<file path="src/rtl/perf_monitor.sv">
// Performance monitor: a cycle counter plus NUM_CH event counters that run
// over a measurement window. The window opens on start and closes on the
// CPU's done_in or on a watchdog limit. Counters saturate or wrap according
// to SAT_MODE, and a registered readout mux exposes any counter at any time.
module perf_monitor #(
  parameter int NUM_CH   = 4,
  parameter int CNT_W    = 32,
  parameter int SAT_MODE = 1
) (
  input  logic                         CLOCK_50,
  input  logic                         rst,
  input  logic                         start,
  input  logic                         done_in,
  input  logic [NUM_CH-1:0]            event_in,
  input  logic [CNT_W-1:0]             timeout_limit,
  input  logic [$clog2(NUM_CH+1)-1:0]  rd_sel,
  output logic [CNT_W-1:0]             rd_data,
  output logic [CNT_W-1:0]             cycle_count,
  output logic                         busy,
  output logic                         done,
  output logic                         timed_out,
  output logic [NUM_CH:0]              overflow
);

  localparam int SEL_W = $clog2(NUM_CH + 1);

  typedef enum logic [1:0] {
    IDLE = 2'd0,
    RUN  = 2'd1,
    DONE = 2'd2
  } state_t;

  state_t           state;
  logic [CNT_W-1:0] ch_cnt [NUM_CH];
  logic [CNT_W-1:0] ch_inc [NUM_CH];
  logic [CNT_W-1:0] cycle_inc;
  logic [CNT_W-1:0] rd_next;
  logic             timeout_hit;

  // Counter step: an all-ones counter either sticks there or rolls over to zero.
  function automatic logic [CNT_W-1:0] bump(input logic [CNT_W-1:0] v);
    if (&v) return (SAT_MODE != 0) ? v : '0;
    return v + CNT_W'(1);
  endfunction

  // Post-increment values, the watchdog compare and the readout mux.
  always_comb begin
    // NOTE: every output of this block gets a default first, so no path can
    // leave a value unassigned and infer a latch.
    rd_next   = '0;
    cycle_inc = bump(cycle_count);
    for (int i = 0; i < NUM_CH; i++) begin
      ch_inc[i] = bump(ch_cnt[i]);
      if (rd_sel == SEL_W'(i)) rd_next = ch_cnt[i];
    end
    if (rd_sel == SEL_W'(NUM_CH)) rd_next = cycle_count;
    // The limit is compared live against the post-increment count. Equality
    // is deliberate: a limit already passed does not fire until the count
    // comes back round to it.
    timeout_hit = (timeout_limit != '0) && (cycle_inc == timeout_limit);
  end

  // Window FSM together with the counters, the flags and the readout register.
  always_ff @(posedge CLOCK_50) begin
    // NOTE: sequential state uses non-blocking assignments only, so every
    // right-hand side reads the value from before this edge.
    if (rst) begin
      state       <= IDLE;
      rd_data     <= '0;
      cycle_count <= '0;
      busy        <= 1'b0;
      done        <= 1'b0;
      timed_out   <= 1'b0;
      overflow    <= '0;
      // NOTE: the counter array is cleared element by element on reset,
      // because all counters must read zero straight after reset.
      for (int i = 0; i < NUM_CH; i++) ch_cnt[i] <= '0;
    end else begin
      rd_data <= rd_next;
      done    <= 1'b0;
      case (state)
        IDLE, DONE: begin
          if (start) begin
            state       <= RUN;
            busy        <= 1'b1;
            cycle_count <= '0;
            timed_out   <= 1'b0;
            overflow    <= '0;
            for (int i = 0; i < NUM_CH; i++) ch_cnt[i] <= '0;
          end
        end
        RUN: begin
          // The cycle that ends the window is still counted.
          cycle_count <= cycle_inc;
          if (&cycle_count) overflow[NUM_CH] <= 1'b1;
          for (int i = 0; i < NUM_CH; i++) begin
            if (event_in[i]) begin
              ch_cnt[i] <= ch_inc[i];
              if (&ch_cnt[i]) overflow[i] <= 1'b1;
            end
          end
          // done_in has priority over the watchdog.
          if (done_in) begin
            state     <= DONE;
            busy      <= 1'b0;
            done      <= 1'b1;
            timed_out <= 1'b0;
          end else if (timeout_hit) begin
            state     <= DONE;
            busy      <= 1'b0;
            done      <= 1'b1;
            timed_out <= 1'b1;
          end
        end
        default: begin
          state <= IDLE;
          busy  <= 1'b0;
        end
      endcase
    end
  end

endmodule

</file>
<file path="config.mk">
export PLATFORM = sky130hd
export DESIGN_NAME = perf_monitor
export DESIGN_NICKNAME = d
export VERILOG_FILES = /design/src/rtl/perf_monitor.sv
export SDC_FILE = /design/constraint.sdc
export NUM_CORES = 1
export LEC_CHECK = 0
export BUFFER_PORTS_ARGS = -buffer_cell sky130_fd_sc_hd__buf_2
export CAP_MARGIN = 20
export CORE_MARGIN = 2
export CORE_UTILIZATION = 45
export CTS_CLUSTER_DIAMETER = 40
export CTS_CLUSTER_SIZE = 8
export DETAILED_ROUTE_END_ITERATION = 10
export SLEW_MARGIN = 10
export SYNTH_ARGS = -nofsm -noshare
export SYNTH_HDL_FRONTEND = slang
export SYNTH_SLANG_ARGS = --single-unit
</file>
<file path="constraint.sdc">
create_clock -name CLOCK_50 -period 3.8 [get_ports CLOCK_50]
set_input_delay 0.19 -clock CLOCK_50 [delete_from_list [all_inputs] [get_ports CLOCK_50]]
set_output_delay 0.19 -clock CLOCK_50 [all_outputs]
set_load 0.01 [all_outputs]
</file>
Word-level counts from Yosys, hierarchy flattened
Memory sizes are Yosys's and may differ from the RTL's.
Index checks and enable logic that the tools add are counted.

cells by class
  div/mod/pow operators = 0
  equality and inequality tests = 18
  add/subtract/negate cells = 5
  multiply operators = 0
  reductions and logical operators = 20
  shift-type cells = 0
  mux-type cells = 77
  bitwise gates (word level) = 9
  order comparisons = 0

operator list
  operator               number
  $mux 32                24
  $add 32x1->32 const B  5
  $reduce_and 32->1      5
  $pmux 32 s2            1
  $mux 1                 44
  $eq 32x32->1           1
  $reduce_bool 32->1     1
  $ne 2x2->1 const B     10
  $reduce_and 4->1       4
  $pmux 5 s2             1
  $or 1x1->1             8
  $eq 3x2->1 const B     2
  $mux 2                 3
  $reduce_and 3->1       2
  $mux 5                 1
  $pmux 1 s2             2
  $pmux 2 s2             1
  $reduce_and 2->1       2
  $reduce_or 2->1        2
  $eq 3x1->1 const B     1
  $eq 3x3->1 const B     1
  $logic_not 3->1        1
  $ne 3x3->1 const B     1
  $eq 2x1->1 const B     1
  other kinds (5)        5

word-level totals
  memory bits (writable) = 128
  ROM bits = 0
  bits in latches = 0
  memories = 1
  input bits = 43
  logic and storage cells = 141
  bits in registers = 74
  output and inout port bits = 72

memory list
  name    words  bits a word  read ports  clocked after Yosys merged registers in  write ports  line  RTL
  ch_cnt  4      32           4           0                                        4            34    logic [CNT_W-1:0] ch_cnt [NUM_CH];

Logic depth before layout (Yosys ltp)
  depth after elaboration = 8
  depth in mapped cells = 14
  mapped depth without buffers = 10

Worst setup path before layout
No wires, ideal clock.

  path type = flip-flop to flip-flop
  from = memory ch_cnt[0][0]
  to = memory ch_cnt[0][0], enable pin
  period minus slack after synthesis = 3.514 ns
  arrival time = 3.082 ns
  path buffers = 1
  data required time = 3.368 ns
  library setup time = 0.432 ns
  stages on the path, launching flop included = 9
  path slack = 0.286 ns
  path through = edfxtp_1 ha_1 nand3_1 or4_1 clkbuf_1 nor3_2 nand3_1 nor3_1 a21oi_1

RTL lines
  what         line
  from (decl)  34

Final worst setup path
  from = register cycle_count[1]
  to = register state[1]

between the ends
  cells in the longest elaborated chain, start to end = 7
  elaborated cells on any way between the ends = 9
  those cells by class = add/sub: 1; eq/ne: 2; mux: 3; reduce/logical: 3

RTL lines
  what                                                   line  RTL
  from (decl)                                            18    output logic [CNT_W-1:0] cycle_count,
  from (signal assigned)                                 94    cycle_count <= cycle_inc;
  branches (longest 2 deep; another with $add 32x1->32)  --
  $mux 32 (*)                                            43    return v + CNT_W'(1);
  $eq 32x32->1 (*)                                       60    timeout_hit = (timeout_limit != '0) && (cycle_inc == timeout_limit);
  $logic_and 1x1->1 (*)                                  60
  $ne 3x3->1 (no source line) (*)                        --
  $reduce_and 2->1 (no source line) (*)                  --
  to (signal assigned)                                   68    state <= IDLE;
  to (signal assigned)                                   84    state <= RUN;
  to (signal assigned)                                   104   state <= DONE;
  to (decl)                                              33    state_t state;

Mark *: on every way between the ends. The select of a mux whose other input is x is not followed.
A chain may end at the register's enable or synchronous reset.

==> results_dict.tcl <==
set metrics [dict create \
    timing.rr.start "cycle_count[1]$_SDFFE_PP0P_" \
    dieHeight_um 164 \
    insertedDiodeCount 0 \
    place_inst 1669 \
    fmax_mhz 305 \
    synth_cell_types 73 \
    grt_pass1_vias 9544 \
    grt_start_max_net_pins 75 \
    whs_path_depth 3 \
    leakagePower_nw 5.04 \
    synth_edf_count 96 \
    hold_viol 0 \
    yosys-top-cells-area "edfxtp_1, dfxtp_1, xor2_1" \
    core-area_sq_mm 0.0253 \
    cts_buffer_depth 3 \
    dieArea_sq_mm 0.0270 \
    hp-class "in2reg" \
    start_kind "register" \
    slew_headroom 0.312 \
    min_period_ps 3280 \
    ys_seq_area_frac 0.432 \
    grt.total_usage 0.254 \
    nNetsFinal 1432 \
    cp_max_fo 10 \
    end_kind "register" \
    hp-start "start" \
    cts_tree "built" \
    wl_per_cell_um 19.9 \
    cts-buffers-inserted 39 \
    synth_top_flop_cell "dfxtp_1" \
    numClockSinks 202 \
    p_per_area_mw_per_mm2 475 \
    ant_nets 0 \
    clk_latency_ps 510 \
    finalSetupViolCount 0 \
    first_pass_iters 7 \
    avgSynthCellArea_sq_um 9.05 \
    drive_gt1_frac 0.167 \
    root_buffer "clkbuf_16" \
    rows 58 \
    rr_worst_depth 10 \
    slew_violations 0 \
    r2r-end "state[1]$_SDFFE_PP0P_" \
    hold_end "busy$_SDFFE_PP0P_" \
    setup_tns_ps 0 \
    h-tree-depth 2 \
    drt_wl_total_mm 34.6 \
    drt_iter0_drc 803 \
    syn-num-nets 1328 \
    instances_no_fill 1741 \
    start_util 0.459 \
    ys_async_sr_fraction 0 \
    ys_ff_latch 202 \
    gp_congestion 0.908 \
    fin_worst_skew_ps 14.6 \
    maxCapViolations 0 \
    rsz0062_at_grt "no" \
    fillers 2366 \
    crit_start "cycle_count[1]$_SDFFE_PP0P_" \
    synth_top_area_frac 0.249 \
    criticalPathCategory "reg2reg" \
    fin_crit_sh 0.864 \
    cp_data_arrival_time_ps 3680 \
    synth-warning-count 0 \
    critPathRequiredTime_ps 4200 \
    vias 10093 \
    via_per_inst 5.80 \
    vdd.ir_drop.worst_mv 0.323 \
    ios 115 \
    grt_pass1_wl_mm 53.1 \
    finalCoreUtilization 0.548 \
    yosysTopAreaCell "edfxtp_1" \
    clk_pin_slew_ps 40 \
    hpwlAfterDp_mm 24.9 \
    areaGrowthSynthToFinish_pct 19.5 \
    worstMarginPinSlew_ps 1030 \
    drc 0 \
    dp_slack_ps 580 \
    setup_ws_ps 516 \
    status "completed" \
    antenna_found_initial 0 \
    grt_overflow 0 \
    r2r_slack_ps 520 \
    synth_area_sq_mm 0.0116 \
    io_buffer_count 114 \
    die_w_um 164 \
    syn_inst 1280 \
]
-- synth_stat cells (3+ instances only) --
library cell	instances
nand4_1	36
nand2b_1	5
o211ai_1	3
clkbuf_1	60
nand3_1	64
xor2_1	90
nand2_1	117
mux4_2	11
nor2_1	184
nand4b_1	3
xnor2_1	65
or4_1	7
edfxtp_1	96
a21o_1	5
nor3b_1	4
a211oi_1	3
nor2b_1	10
and2_1	14
a21oi_1	54
mux2i_1	22
a221oi_1	3
dfxtp_1	106
buf_6	4
or3_1	21
a221o_1	19
a22oi_1	12
a41oi_1	4
a311oi_1	10
and4_1	19
nor4_1	19
buf_2	13
nor3_1	22
and3_1	31
ha_1	5
inv_1	8
o31a_1	3
o21ai_0	80
-- power breakdown --
| group | switching, mW | internal, mW |
|---|---|---|
| clock network | 1.09 | 2.39 |
| logic | 0.364 | 0.210 |
| registers | 0.120 | 2.41 |
| total | 1.57 | 5.01 |
-- kinds of logic (layout without fill, tap and decap cells) --
family,count (synthesis),count (layout),synth area share
AND/OR/NAND/NOR,579,579,0.253
AO/OA/AOI/OAI,216,216,0.119
flip-flops,202,202,0.432
XOR/XNOR,155,155,0.117
buffers and inverters,90,221,0.0337
multiplexers,33,33,0.0404
adder cells (fa/ha/maj),5,5,0.00540
-- worst max path at each step --
stage	to	depth (start not counted)
6_report	state[1]$_SDFFE_PP0P_	10
5_1_grt	busy$_SDFFE_PP0P_	9
4_1_cts	state[1]$_SDFFE_PP0P_	10
3_5_place_dp	busy$_SDFFE_PP0P_	9
3_3_place_gp	state[1]$_SDFFE_PP0P_	10
2_1_floorplan	ch_cnt[0][0]$_SDFFCE_PN0P_	8
-- repair_timing --
item	4_1_cts	5_1_grt
resized for setup	0	0
buffers inserted	0	0
endpoints found under the hold margin	3	0
hold buffers	3	0
-- worst max-delay path: stages (launching register included) --
cell and delay [ps]:
dfxtp_1 530, ha_1 440, and2_0 420, nand4_1 210, buf_4 230, nand2_1 110, nor3_1 60, o21ai_0 500
nor3_1 100, and4b_4 270, a211o_1 280
-- cells in the final DEF (no fill, tap or decap), drive strengths merged, types with 4 or more instances in the layout --
master / count
a21o: 5
xnor2: 65
nor3b: 4
a21oi: 54
nor2: 186
and3: 32
clkinv: 8
nor4: 21
a41oi: 4
nor2b: 10
nand4: 37
a221o: 19
xor2: 90
nand2: 117
inv: 8
clkbuf: 55
nand2b: 5
and4: 21
ha: 5
a22oi: 12
a311oi: 11
dfxtp: 106
mux2i: 22
mux4: 11
and2: 15
edfxtp: 96
nor3: 24
buf: 141
o21ai: 80
nand3: 66
or3: 23
or4: 7
bufinv: 5
-- flip-flops by register name, indices dropped and copies added, names as in the netlist --
register and count:
timed_out 1, ch_cnt 128, cycle_count 32, state 2
done 1, rd_data 32, busy 1, overflow 5
-- metal layers --
metal,global-route usage,vias to the layer above,part of all wire
met1,0.346,4805,0.44
met2,0.408,352,0.45
met4,0.102,0,0.038
met5,0,-,0
li1,-,4859,-
met3,0.0384,77,0.067
-- area by class of cell --
class                           count  area [sq um]  share of cell area
Multi-Input combinational cell    988          6240               0.450
Clock inverter                     13           203              0.0146
Clock buffer                       55          1130              0.0815
Timing Repair Buffer              144           827              0.0597
Sequential cell                   202          5000               0.361
Tap cell                          330           413              0.0298
Inverter                            9          33.8             0.00244
-- through the flow --
step | instance area (sq um) | total power, mW | hold slack (ps)
3_5_place_dp | 12500 | 3.13 | 434
3_3_place_gp | 12400 | 3.12 | 434
6_report | 13800 | 6.58 | 14.7
4_1_cts | 13800 | 6.63 | 4.52
2_1_floorplan | 11600 | 2.89 | 314
5_1_grt | 13800 | 6.82 | 22.6
Note: power is estimated with default switching activity, not from simulation.
